`src/rtl/sub_pkg.sv`:
```
// sub_pkg: shared widths and types for the frame-based subtractor datapath.
package sub_pkg;
   localparam int SUB_DATA_W    = 8;
   localparam int SUB_FRAME_LEN = 8;
   localparam int SUB_FC_W      = 3;
   typedef logic [SUB_DATA_W-1:0] sub_data_t;
endpackage

```
`src/rtl/sub_sync_fifo.sv`:
```
// sub_sync_fifo: show-ahead synchronous FIFO; push while full succeeds only with a same-cycle pop.
module sub_sync_fifo #(
   parameter int DEPTH = 4,
   parameter int W     = 8,
   parameter int LVL_W = $clog2(DEPTH) + 1
) (
   input  logic             clk,
   input  logic             rst,
   input  logic             push,
   input  logic             pop,
   input  logic [W-1:0]     din,
   output logic [W-1:0]     dout,
   output logic             full,
   output logic             empty,
   output logic [LVL_W-1:0] level
);
   localparam int AW = $clog2(DEPTH);
   logic [W-1:0]  mem [DEPTH];
   logic [AW-1:0] wr_ptr, rd_ptr;
   logic          wr_en, rd_en;
   assign rd_en = pop && !empty;
   assign wr_en = push && (!full || rd_en);
   assign full  = level == LVL_W'(DEPTH);
   assign empty = level == '0;
   assign dout  = empty ? '0 : mem[rd_ptr];
   always_ff @(posedge clk)
      if (wr_en) mem[wr_ptr] <= din;
   always_ff @(posedge clk) begin
      if (rst) begin
         wr_ptr <= '0;
         rd_ptr <= '0;
         level  <= '0;
      end else begin
         if (wr_en) wr_ptr <= wr_ptr + 1'b1;
         if (rd_en) rd_ptr <= rd_ptr + 1'b1;
         level <= level + LVL_W'(wr_en) - LVL_W'(rd_en);
      end
   end
endmodule

```
`src/rtl/sub_result_fifo.sv`:
```
// sub_result_fifo: captures one subtractor result per 8-cycle frame into a valid/ready FIFO.
// Optional saturating drop counter enabled by SUB_RES_DROP_CNT_EN.
module sub_result_fifo
   import sub_pkg::*;
#(
   parameter int DEPTH = 4,
   parameter int LVL_W = $clog2(DEPTH) + 1
) (
   input  logic                  clk,
   input  logic                  rst,
   input  logic [SUB_DATA_W-1:0] result,
   output logic [SUB_DATA_W-1:0] m_data,
   output logic                  m_valid,
   input  logic                  m_ready,
   output logic                  full,
   output logic                  empty,
   output logic [LVL_W-1:0]      level
`ifdef SUB_RES_DROP_CNT_EN
  ,output logic [7:0]            drop_cnt
`endif
);
   logic [SUB_FC_W-1:0] fc;
   logic                primed, cap, pop;
   // The first frame after reset carries an undefined upstream result, so capture waits for primed.
   assign cap     = fc == '0 && primed && !rst;
   assign m_valid = !empty;
   assign pop     = m_valid && m_ready;
   always_ff @(posedge clk) begin
      if (rst) begin
         fc     <= '0;
         primed <= 1'b0;
      end else begin
         fc <= fc + 1'b1;
         if (fc == SUB_FC_W'(SUB_FRAME_LEN - 1)) primed <= 1'b1;
      end
   end
   sub_sync_fifo #(.DEPTH(DEPTH), .W(SUB_DATA_W), .LVL_W(LVL_W)) u_fifo (
      .clk   (clk),
      .rst   (rst),
      .push  (cap),
      .pop   (pop),
      .din   (result),
      .dout  (m_data),
      .full  (full),
      .empty (empty),
      .level (level)
   );
`ifdef SUB_RES_DROP_CNT_EN
   always_ff @(posedge clk) begin
      if (rst) drop_cnt <= '0;
      else if (cap && full && !pop && drop_cnt != 8'hFF) drop_cnt <= drop_cnt + 1'b1;
   end
`endif
endmodule

```
`config.mk`:
```
export PLATFORM = sky130hd
export DESIGN_NAME = sub_result_fifo
export DESIGN_NICKNAME = d
export VERILOG_FILES = /design/src/rtl/sub_pkg.sv /design/src/rtl/sub_sync_fifo.sv /design/src/rtl/sub_result_fifo.sv
export SDC_FILE = /design/constraint.sdc
export NUM_CORES = 1
export LEC_CHECK = 0
export CORE_UTILIZATION = 47
export CTS_BUF_LIST = sky130_fd_sc_hd__clkbuf_4 sky130_fd_sc_hd__clkbuf_8
export DETAILED_ROUTE_END_ITERATION = 6
export MAX_ROUTING_LAYER = met4
export PLACE_DENSITY_LB_ADDON = 0.05
export SLEW_MARGIN = 20
export SYNTH_ARGS = -nofsm -noshare
export SYNTH_HDL_FRONTEND = slang
export SYNTH_HIERARCHICAL = 1
export SYNTH_SLANG_ARGS = --single-unit
```
`constraint.sdc`:
```
create_clock -name clk -period 4.45 [get_ports clk]
set_input_delay 0.6675 -clock clk [delete_from_list [all_inputs] [get_ports clk]]
set_output_delay 0.6675 -clock clk [all_outputs]
set_load 0.02 [all_outputs]
```
==> impl_metrics.prom, run 1 <==
# TYPE chip_impl_metric gauge
chip_impl_info{name="outcome",value="complete, no violations"} 1
chip_impl_metric{name="drt_pass1_iterations",unit=""} 4
chip_impl_metric{name="ant_nets",unit=""} 0
chip_impl_metric{name="timing.final.max_slew_violations",unit=""} 0
chip_impl_metric{name="async_flop_share",unit="%"} 0
chip_impl_metric{name="numClockSinks",unit=""} 45
chip_impl_metric{name="ys_warnings",unit=""} 6
chip_impl_metric{name="die_width",unit="µm"} 65.2
chip_impl_metric{name="totalNegativeSetupSlack",unit="ns"} 0
chip_impl_metric{name="clock_pin_slew_worst_setup_and_hold_paths",unit="ns"} 0.07
chip_impl_metric{name="clockPowerShare",unit="%"} 38.2
chip_impl_metric{name="synth_enable_flop_cells",unit=""} 32
chip_impl_metric{name="final_replace_weighted_congestion",unit=""} 0.648
chip_impl_metric{name="detailedRoute.firstIterationViolations",unit=""} 44
chip_impl_metric{name="syn_nets",unit=""} 135
chip_impl_metric{name="clk-insertion-delay-late",unit="ns"} 0.28
chip_impl_metric{name="worst-slew-pin-transition",unit="ns"} 0.562
chip_impl_metric{name="synth-seq-area-share",unit="%"} 65.0
chip_impl_info{name="synthFlopType",value="edfxtp_1"} 1
chip_impl_metric{name="num_cts_buffers",unit=""} 5
chip_impl_metric{name="post_cts_repair_setup_buffers",unit=""} 0
chip_impl_metric{name="start_util",unit="%"} 50.2
chip_impl_info{name="unrepaired_setup_endpoints_after_global_routing",value="no"} 1
chip_impl_metric{name="crit_required",unit="ns"} 4.61
chip_impl_metric{name="netlist.area_leader.share",unit="%"} 51.1
chip_impl_metric{name="synth_cell_types",unit=""} 30
chip_impl_metric{name="p_leak",unit="µW"} 0.000780
chip_impl_metric{name="final_setup_violations",unit=""} 0
chip_impl_metric{name="grt_pass1_vias",unit=""} 995
chip_impl_metric{name="seq_power_share",unit="%"} 59.2
chip_impl_metric{name="area_overhead_of_the_layout_relative_to_synthesis",unit="%"} 21.2
chip_impl_info{name="reg2reg_from",value="u_fifo/level[1]"} 1
chip_impl_metric{name="placedCellCount",unit=""} 184
chip_impl_info{name="tritoncts",value="done"} 1
chip_impl_metric{name="wire_length_of_the_first_global_routing_pass",unit="µm"} 4640
chip_impl_info{name="setup.worst_path.class",value="in -> reg"} 1
chip_impl_metric{name="grt_start_max_net_pins",unit=""} 16
chip_impl_metric{name="grtUsageTotal",unit="%"} 16.0
chip_impl_metric{name="cap_viol_max_count",unit=""} 0
chip_impl_metric{name="htree_levels",unit=""} 2
chip_impl_metric{name="skew",unit="ns"} 0.00569
chip_impl_metric{name="die_height",unit="µm"} 65.2
chip_impl_metric{name="via_density_per_instance",unit=""} 5.06
chip_impl_metric{name="share_of_layout_cells_above_drive_strength_1",unit="%"} 16.7
chip_impl_metric{name="finalWirelength",unit="µm"} 2850
chip_impl_metric{name="ant_diodes",unit=""} 0
chip_impl_metric{name="utilization_of_the_core_after_routing",unit="%"} 60.8
chip_impl_metric{name="slew_headroom",unit="%"} 62.5
chip_impl_metric{name="hold_path_depth",unit=""} 1
chip_impl_metric{name="syn_area",unit="mm²"} 0.00188
chip_impl_metric{name="synth.avg_cell_area",unit="µm²"} 16.3
chip_impl_metric{name="finish.net_count",unit=""} 163
chip_impl_metric{name="reg2reg_setup_slack",unit="ns"} 1.90
chip_impl_metric{name="pwr_density_cell",unit="mW/mm²"} 335
chip_impl_metric{name="post_cts.resized_instances",unit=""} 0
chip_impl_metric{name="core-area",unit="mm²"} 0.00374
chip_impl_metric{name="row_count",unit=""} 22
chip_impl_metric{name="placed_cell_area",unit="mm²"} 0.00217
chip_impl_metric{name="final_period_minus_worst_setup_slack",unit="ns"} 2.89
chip_impl_info{name="post-synth-top-count-cell",value="edfxtp_1"} 1
chip_impl_metric{name="detailedPlacementHpwl",unit="µm"} 2020
chip_impl_info{name="crit-reg2reg-capture",value="u_fifo/level[2]"} 1
chip_impl_metric{name="power.switching_fraction",unit="%"} 16.9
chip_impl_info{name="clock_tree.root_cell",value="clkbuf_8"} 1
chip_impl_metric{name="path_max_fanout",unit=""} 15
chip_impl_info{name="yosys-top-cells-area",value="edfxtp_1, dfxtp_1, mux4_2"} 1
chip_impl_metric{name="drcViolationCount",unit=""} 0
chip_impl_metric{name="vias",unit=""} 971
chip_impl_metric{name="overflow",unit=""} 0
chip_impl_metric{name="power_frac_comb",unit="%"} 2.6
chip_impl_metric{name="worst-r2r-cell-count",unit=""} 11
chip_impl_metric{name="timing.critical_path.arrival",unit="ns"} 3.05
chip_impl_metric{name="max-vdd-ir-drop",unit="V"} 0.000208
chip_impl_metric{name="internal_power",unit="µW"} 633
chip_impl_info{name="min-delay-path-class",value="reg -> reg"} 1
chip_impl_metric{name="instances_no_fill",unit=""} 192
chip_impl_metric{name="io_buffers",unit=""} 24
chip_impl_metric{name="ctsLongestPathBuffers",unit=""} 2
chip_impl_metric{name="grt_antenna_before_repair",unit=""} 0
chip_impl_info{name="worst_hold_path.endpoint",value="fc[0]"} 1
chip_impl_metric{name="post-route-period-util",unit="%"} 65.0
chip_impl_metric{name="switchingPower",unit="µW"} 129
chip_impl_metric{name="worst_hold_slack",unit="ns"} 0.443
chip_impl_info{name="netlist.top_cell.by_area",value="edfxtp_1"} 1
chip_impl_metric{name="design_area",unit="mm²"} 0.00228
chip_impl_info{name="nature_of_the_critical_path_endpoint",value="flip-flop"} 1
chip_impl_info{name="netlist_top_cells_count",value="edfxtp_1, dfxtp_1, nor2b_1"} 1
chip_impl_metric{name="report.final.hold_viol_count",unit=""} 0
chip_impl_metric{name="syn-instance-count",unit=""} 115
chip_impl_metric{name="avgRoutedWirePerCell",unit="µm"} 14.9
chip_impl_metric{name="flop_and_latch_count_out_of_synthesis",unit=""} 45
chip_impl_info{name="critPathLaunchType",value="input pin"} 1
chip_impl_metric{name="io-pin-count",unit=""} 25
chip_impl_metric{name="fmax",unit="MHz"} 346
chip_impl_metric{name="cts_hold_buffers",unit=""} 0
chip_impl_metric{name="die-area",unit="mm²"} 0.00426
chip_impl_info{name="start_point_of_the_worst_min_delay_path",value="fc[0]"} 1
## worst max-delay path by stage
stage	start	endpoint	slack, ns
after floorplan	u_fifo/level[1]	u_fifo/level[2]	1.92
after global placement	rst	u_fifo/level[2]	1.35
after detailed placement	rst	u_fifo/level[2]	1.26
after CTS	flip-flop	m_data[5]	1.49
after global routing	rst	u_fifo/level[2]	1.40
final	rst	u_fifo/level[2]	1.56
## cells by family (layout without fill, tap and decap cells)
logic type	Yosys count	count (layout)	synth area share [%]
flip-flops	45	45	65.0
buffers and inverters	11	40	2.46
multiplexers	10	10	10.9
XOR/XNOR	3	3	1.40
AO/OA/AOI/OAI	6	6	3.26
adder cells (fa/ha/maj)	9	9	6.39
AND/OR/NAND/NOR	31	31	10.6
## worst max-delay path, stage by stage
cell,delay [ns]
clkdlybuf4s50_1,0.75
and4bb_2,0.30
a21boi_4,0.17
a21bo_1,0.20
ha_1,0.18
fa_1,0.37
xnor2_1,0.20
xnor2_1,0.15
nor2_1,0.05
## per-stage QoR
stage | worst slack [ns] | total power, µW
global route | 1.40 | 793
finish | 1.56 | 762
detailed placement | 1.26 | 481
global placement | 1.35 | 480
CTS | 1.49 | 772
floorplan | 1.92 | 467
## routing by layer
metal  vias to the layer above  routed length (µm)  GRT usage [%]
met5                         -                   0              -
met4                         0                  17           4.89
met3                         4                 140           5.73
met2                        23                1530           27.7
met1                       477                1170           17.1
li1                        467                   -              -
## area by class of cell
type | count | area [µm²]
inverters | 7 | 26.3
clock inverters | 2 | 33.8
fillers | 288 | 1470
clock buffers | 6 | 76.3
repair buffers | 25 | 248
flip-flops and latches | 45 | 1220
multi-input cells | 59 | 612
well taps | 48 | 60.1
## state kept, by name, indices dropped and copies added (netlist names), named ones only
| register | flops |
|---|---|
| u_fifo/mem | 32 |
| fc | 3 |
| u_fifo/level | 3 |
| u_fifo/rd_ptr | 2 |
| u_fifo/wr_ptr | 2 |
| primed | 1 |
## power by group through the flow
stage,Sequential (µW),Clock (µW),Combinational (µW)
CTS,451,300,20.9
global route,451,318,23.0
global placement,461,0,19.2
floorplan,461,0,6.30
finish,451,291,20.0
detailed placement,461,0,20.7
## cells in the final DEF (no fill, tap or decap), drive strengths merged, types with 2 or more instances in the layout
cell type / count
and2: 4
and2b: 2
clkbuf: 6
clkdlybuf4s50: 24
dfxtp: 13
edfxtp: 32
ha: 8
inv: 7
mux4: 8
nand2b: 2
nor2: 6
nor2b: 11
xnor2: 2
No activity file was read; power rests on OpenSTA's default activity.
==> inputs of run 2 (changes only) <==
- clock period: 4.45 -> 2.9 ns (I/O delays scaled with it)
==> run 2 against run 1 <==
Clock power grew 33%. Die area is the same. Cell count grew 1.0%. Utilization shrank 0.10 points. Routed wire length grew 2.6%. Count of clock-buffer cells in the layout grew 2. Setup slack lost 1.2 ns. First-iteration DRC count shrank 18%. Hold slack gained 0.0089 ns. Total power grew 46%.
==> impl_metrics.prom, run 2 (same netlist as run 1, synthesis figures left out) <==
# TYPE chip_impl_metric gauge
chip_impl_metric{name="layout_setup_ws",unit="ns"} 0.406
chip_impl_metric{name="htree_levels",unit=""} 2
chip_impl_metric{name="max-vdd-ir-drop",unit="V"} 0.000216
chip_impl_metric{name="totalNegativeSetupSlack",unit="ns"} 0
chip_impl_info{name="clock_tree.root_cell",value="clkbuf_8"} 1
chip_impl_metric{name="post_cts.resized_instances",unit=""} 0
chip_impl_metric{name="ant_diodes",unit=""} 0
chip_impl_metric{name="die_height",unit="µm"} 65.2
chip_impl_metric{name="detailedRoute.firstIterationViolations",unit=""} 36
chip_impl_metric{name="largest_reg_flops",unit=""} 32
chip_impl_metric{name="clk-insertion-delay-late",unit="ns"} 0.29
chip_impl_metric{name="grtUsageTotal",unit="%"} 17.1
chip_impl_info{name="nature_of_the_critical_path_endpoint",value="primary output"} 1
chip_impl_metric{name="report.final.hold_viol_count",unit=""} 0
chip_impl_metric{name="grt_antenna_before_repair",unit=""} 0
chip_impl_metric{name="area_overhead_of_the_layout_relative_to_synthesis",unit="%"} 21.0
chip_impl_metric{name="clock_pin_slew_worst_setup_and_hold_paths",unit="ns"} 0.07
chip_impl_metric{name="worst-slew-pin-transition",unit="ns"} 0.459
chip_impl_metric{name="num_cts_buffers",unit=""} 5
chip_impl_metric{name="finish.net_count",unit=""} 165
chip_impl_metric{name="fmax",unit="MHz"} 401
chip_impl_info{name="min-delay-path-class",value="reg -> reg"} 1
chip_impl_metric{name="utilization_of_the_core_after_routing",unit="%"} 60.7
chip_impl_metric{name="clockPowerShare",unit="%"} 34.9
chip_impl_metric{name="hold_path_depth",unit=""} 1
chip_impl_metric{name="crit_required",unit="ns"} 2.47
chip_impl_metric{name="fin_total_pwr",unit="µW"} 1110
chip_impl_metric{name="overflow",unit=""} 0
chip_impl_metric{name="layout.filler_cells",unit=""} 313
chip_impl_metric{name="io-pin-count",unit=""} 25
chip_impl_metric{name="cap_viol_max_count",unit=""} 0
chip_impl_metric{name="numClockSinks",unit=""} 45
chip_impl_metric{name="grt_start_max_net_pins",unit=""} 15
chip_impl_info{name="crit-reg2reg-capture",value="u_fifo/level[2]"} 1
chip_impl_info{name="start_point_of_the_worst_min_delay_path",value="fc[0]"} 1
chip_impl_metric{name="multi_input_comb_area",unit="µm²"} 612
chip_impl_info{name="unrepaired_setup_endpoints_after_global_routing",value="no"} 1
chip_impl_metric{name="switchingPower",unit="µW"} 203
chip_impl_metric{name="grt.met2_usage",unit="%"} 25.8
chip_impl_metric{name="post_cts_repair_setup_buffers",unit=""} 0
chip_impl_metric{name="finalWirelength",unit="µm"} 2930
chip_impl_metric{name="start_util",unit="%"} 50.2
chip_impl_metric{name="seq_power_share",unit="%"} 62.3
chip_impl_metric{name="wire_length_of_the_first_global_routing_pass",unit="µm"} 4950
chip_impl_metric{name="cts_hold_buffers",unit=""} 0
chip_impl_info{name="commonest_non_fill_non_tap_cell_in_the_layout",value="edfxtp_1"} 1
chip_impl_metric{name="ctsLongestPathBuffers",unit=""} 2
chip_impl_metric{name="slew_headroom",unit="%"} 69.4
chip_impl_info{name="worst_hold_path.endpoint",value="fc[0]"} 1
chip_impl_metric{name="path_max_fanout",unit=""} 7
chip_impl_metric{name="skew",unit="ns"} 0.00235
chip_impl_info{name="setup.worst_path.class",value="reg -> out"} 1
chip_impl_metric{name="core-area",unit="mm²"} 0.00374
chip_impl_metric{name="row_count",unit=""} 22
chip_impl_metric{name="final_setup_violations",unit=""} 0
chip_impl_metric{name="io_buffers",unit=""} 24
chip_impl_metric{name="reg2reg_setup_slack",unit="ns"} 0.46
chip_impl_info{name="biggestRegsByFlops",value="u_fifo/mem x32, fc x3, u_fifo/level x3"} 1
chip_impl_info{name="tritoncts",value="done"} 1
chip_impl_metric{name="ant_nets",unit=""} 0
chip_impl_metric{name="post-route-period-util",unit="%"} 86.0
chip_impl_metric{name="grt_use_met3",unit="%"} 6.25
chip_impl_metric{name="pwr_density_cell",unit="mW/mm²"} 489
chip_impl_metric{name="grt_pass1_vias",unit=""} 973
chip_impl_info{name="grt.busiest_layer",value="met2"} 1
chip_impl_metric{name="power_frac_comb",unit="%"} 2.8
chip_impl_metric{name="share_of_layout_cells_above_drive_strength_1",unit="%"} 18.5
chip_impl_metric{name="via_density_per_instance",unit=""} 5.04
chip_impl_metric{name="met1_usage_grt",unit="%"} 21.1
chip_impl_metric{name="die-area",unit="mm²"} 0.00426
chip_impl_metric{name="worst-r2r-cell-count",unit=""} 10
chip_impl_metric{name="final_period_minus_worst_setup_slack",unit="ns"} 2.49
chip_impl_info{name="most-common-layout-cells",value="edfxtp_1, clkdlybuf4s50_1, dfxtp_1, nor2b_1"} 1
chip_impl_info{name="critPathLaunchType",value="flip-flop"} 1
chip_impl_info{name="outcome",value="complete, no violations"} 1
chip_impl_metric{name="vias",unit=""} 977
chip_impl_metric{name="timing.critical_path.arrival",unit="ns"} 2.06
chip_impl_metric{name="die_width",unit="µm"} 65.2
chip_impl_metric{name="internal_power",unit="µW"} 908
chip_impl_metric{name="drcViolationCount",unit=""} 0
chip_impl_metric{name="avgRoutedWirePerCell",unit="µm"} 15.1
chip_impl_info{name="reg2reg_from",value="u_fifo/level[1]"} 1
chip_impl_metric{name="timing.final.max_slew_violations",unit=""} 0
chip_impl_metric{name="final_replace_weighted_congestion",unit=""} 0.719
chip_impl_metric{name="dp_slack",unit="ns"} 0.272
chip_impl_metric{name="seqCellArea",unit="mm²"} 0.00122
chip_impl_metric{name="p_leak",unit="µW"} 0.000784
chip_impl_metric{name="detailedPlacementHpwl",unit="µm"} 2030
chip_impl_metric{name="power.switching_fraction",unit="%"} 18.3
chip_impl_metric{name="drt_pass1_iterations",unit=""} 3
chip_impl_info{name="max_flop_register",value="u_fifo/mem"} 1
[run 2: cell count changes in the layout (fill, tap and decap cells not counted)]
cell       previous run  this run
buf_4                 1         3
bufinv_16             1         0
clkinv_1              1         0
clkbuf_4              1         3
[run 2: critical path: stages (launching register included)]
cell and delay [ns]:
dfxtp_1 0.36, buf_4 0.21, mux4_2 0.52, nor2b_1 0.14, clkdlybuf4s50_1 0.53
[run 2: area by class of cell]
class | count | area share, %
inverters | 7 | 1.16
repair buffers | 27 | 11.6
well taps | 48 | 2.64
flip-flops and latches | 45 | 53.7
multi-input cells | 59 | 26.9
clock buffers | 8 | 4.02
[run 2: power by group through the flow]
stage               combinational (µW)  sequential, µW  clock [µW]
floorplan                         9.66             707           0
detailed placement                32.2             707           0
CTS                               32.4             692         400
global placement                  30.4             707           0
finish                            31.3             692         388
global route                      36.1             693         428
[run 2: worst max-delay path by stage]
| stage | startpoint | slack (ns) | cells after the start | to |
|---|---|---|---|---|
| finish | flip-flop | 0.41 | 4 | m_data[0] |
| detailed placement | rst | 0.27 | 9 | u_fifo/level[2] |
| global placement | rst | 0.37 | 9 | u_fifo/level[2] |
| CTS | flip-flop | 0.38 | 4 | m_data[3] |
| global route | u_fifo/level[1] | 0.30 | 10 | u_fifo/level[2] |
| floorplan | u_fifo/level[1] | 0.37 | 11 | u_fifo/level[2] |
[run 2: per-layer routing]
metal | wire length, µm | part of all wire, %
met1 | 1310 | 45
met5 | 0 | 0
met2 | 1450 | 49
met4 | 44 | 1.5
met3 | 125 | 4.3
[run 2: metrics by stage]
| step | instances | cell area [µm²] | hold slack, ns |
|---|---|---|---|
| finish | 194 | 2270 | 0.452 |
| global route | 194 | 2270 | 0.506 |
| CTS | 194 | 2270 | 0.457 |
| detailed placement | 186 | 2180 | 0.443 |
| global placement | 186 | 2180 | 0.426 |
| floorplan | 115 | 1880 | 0.415 |
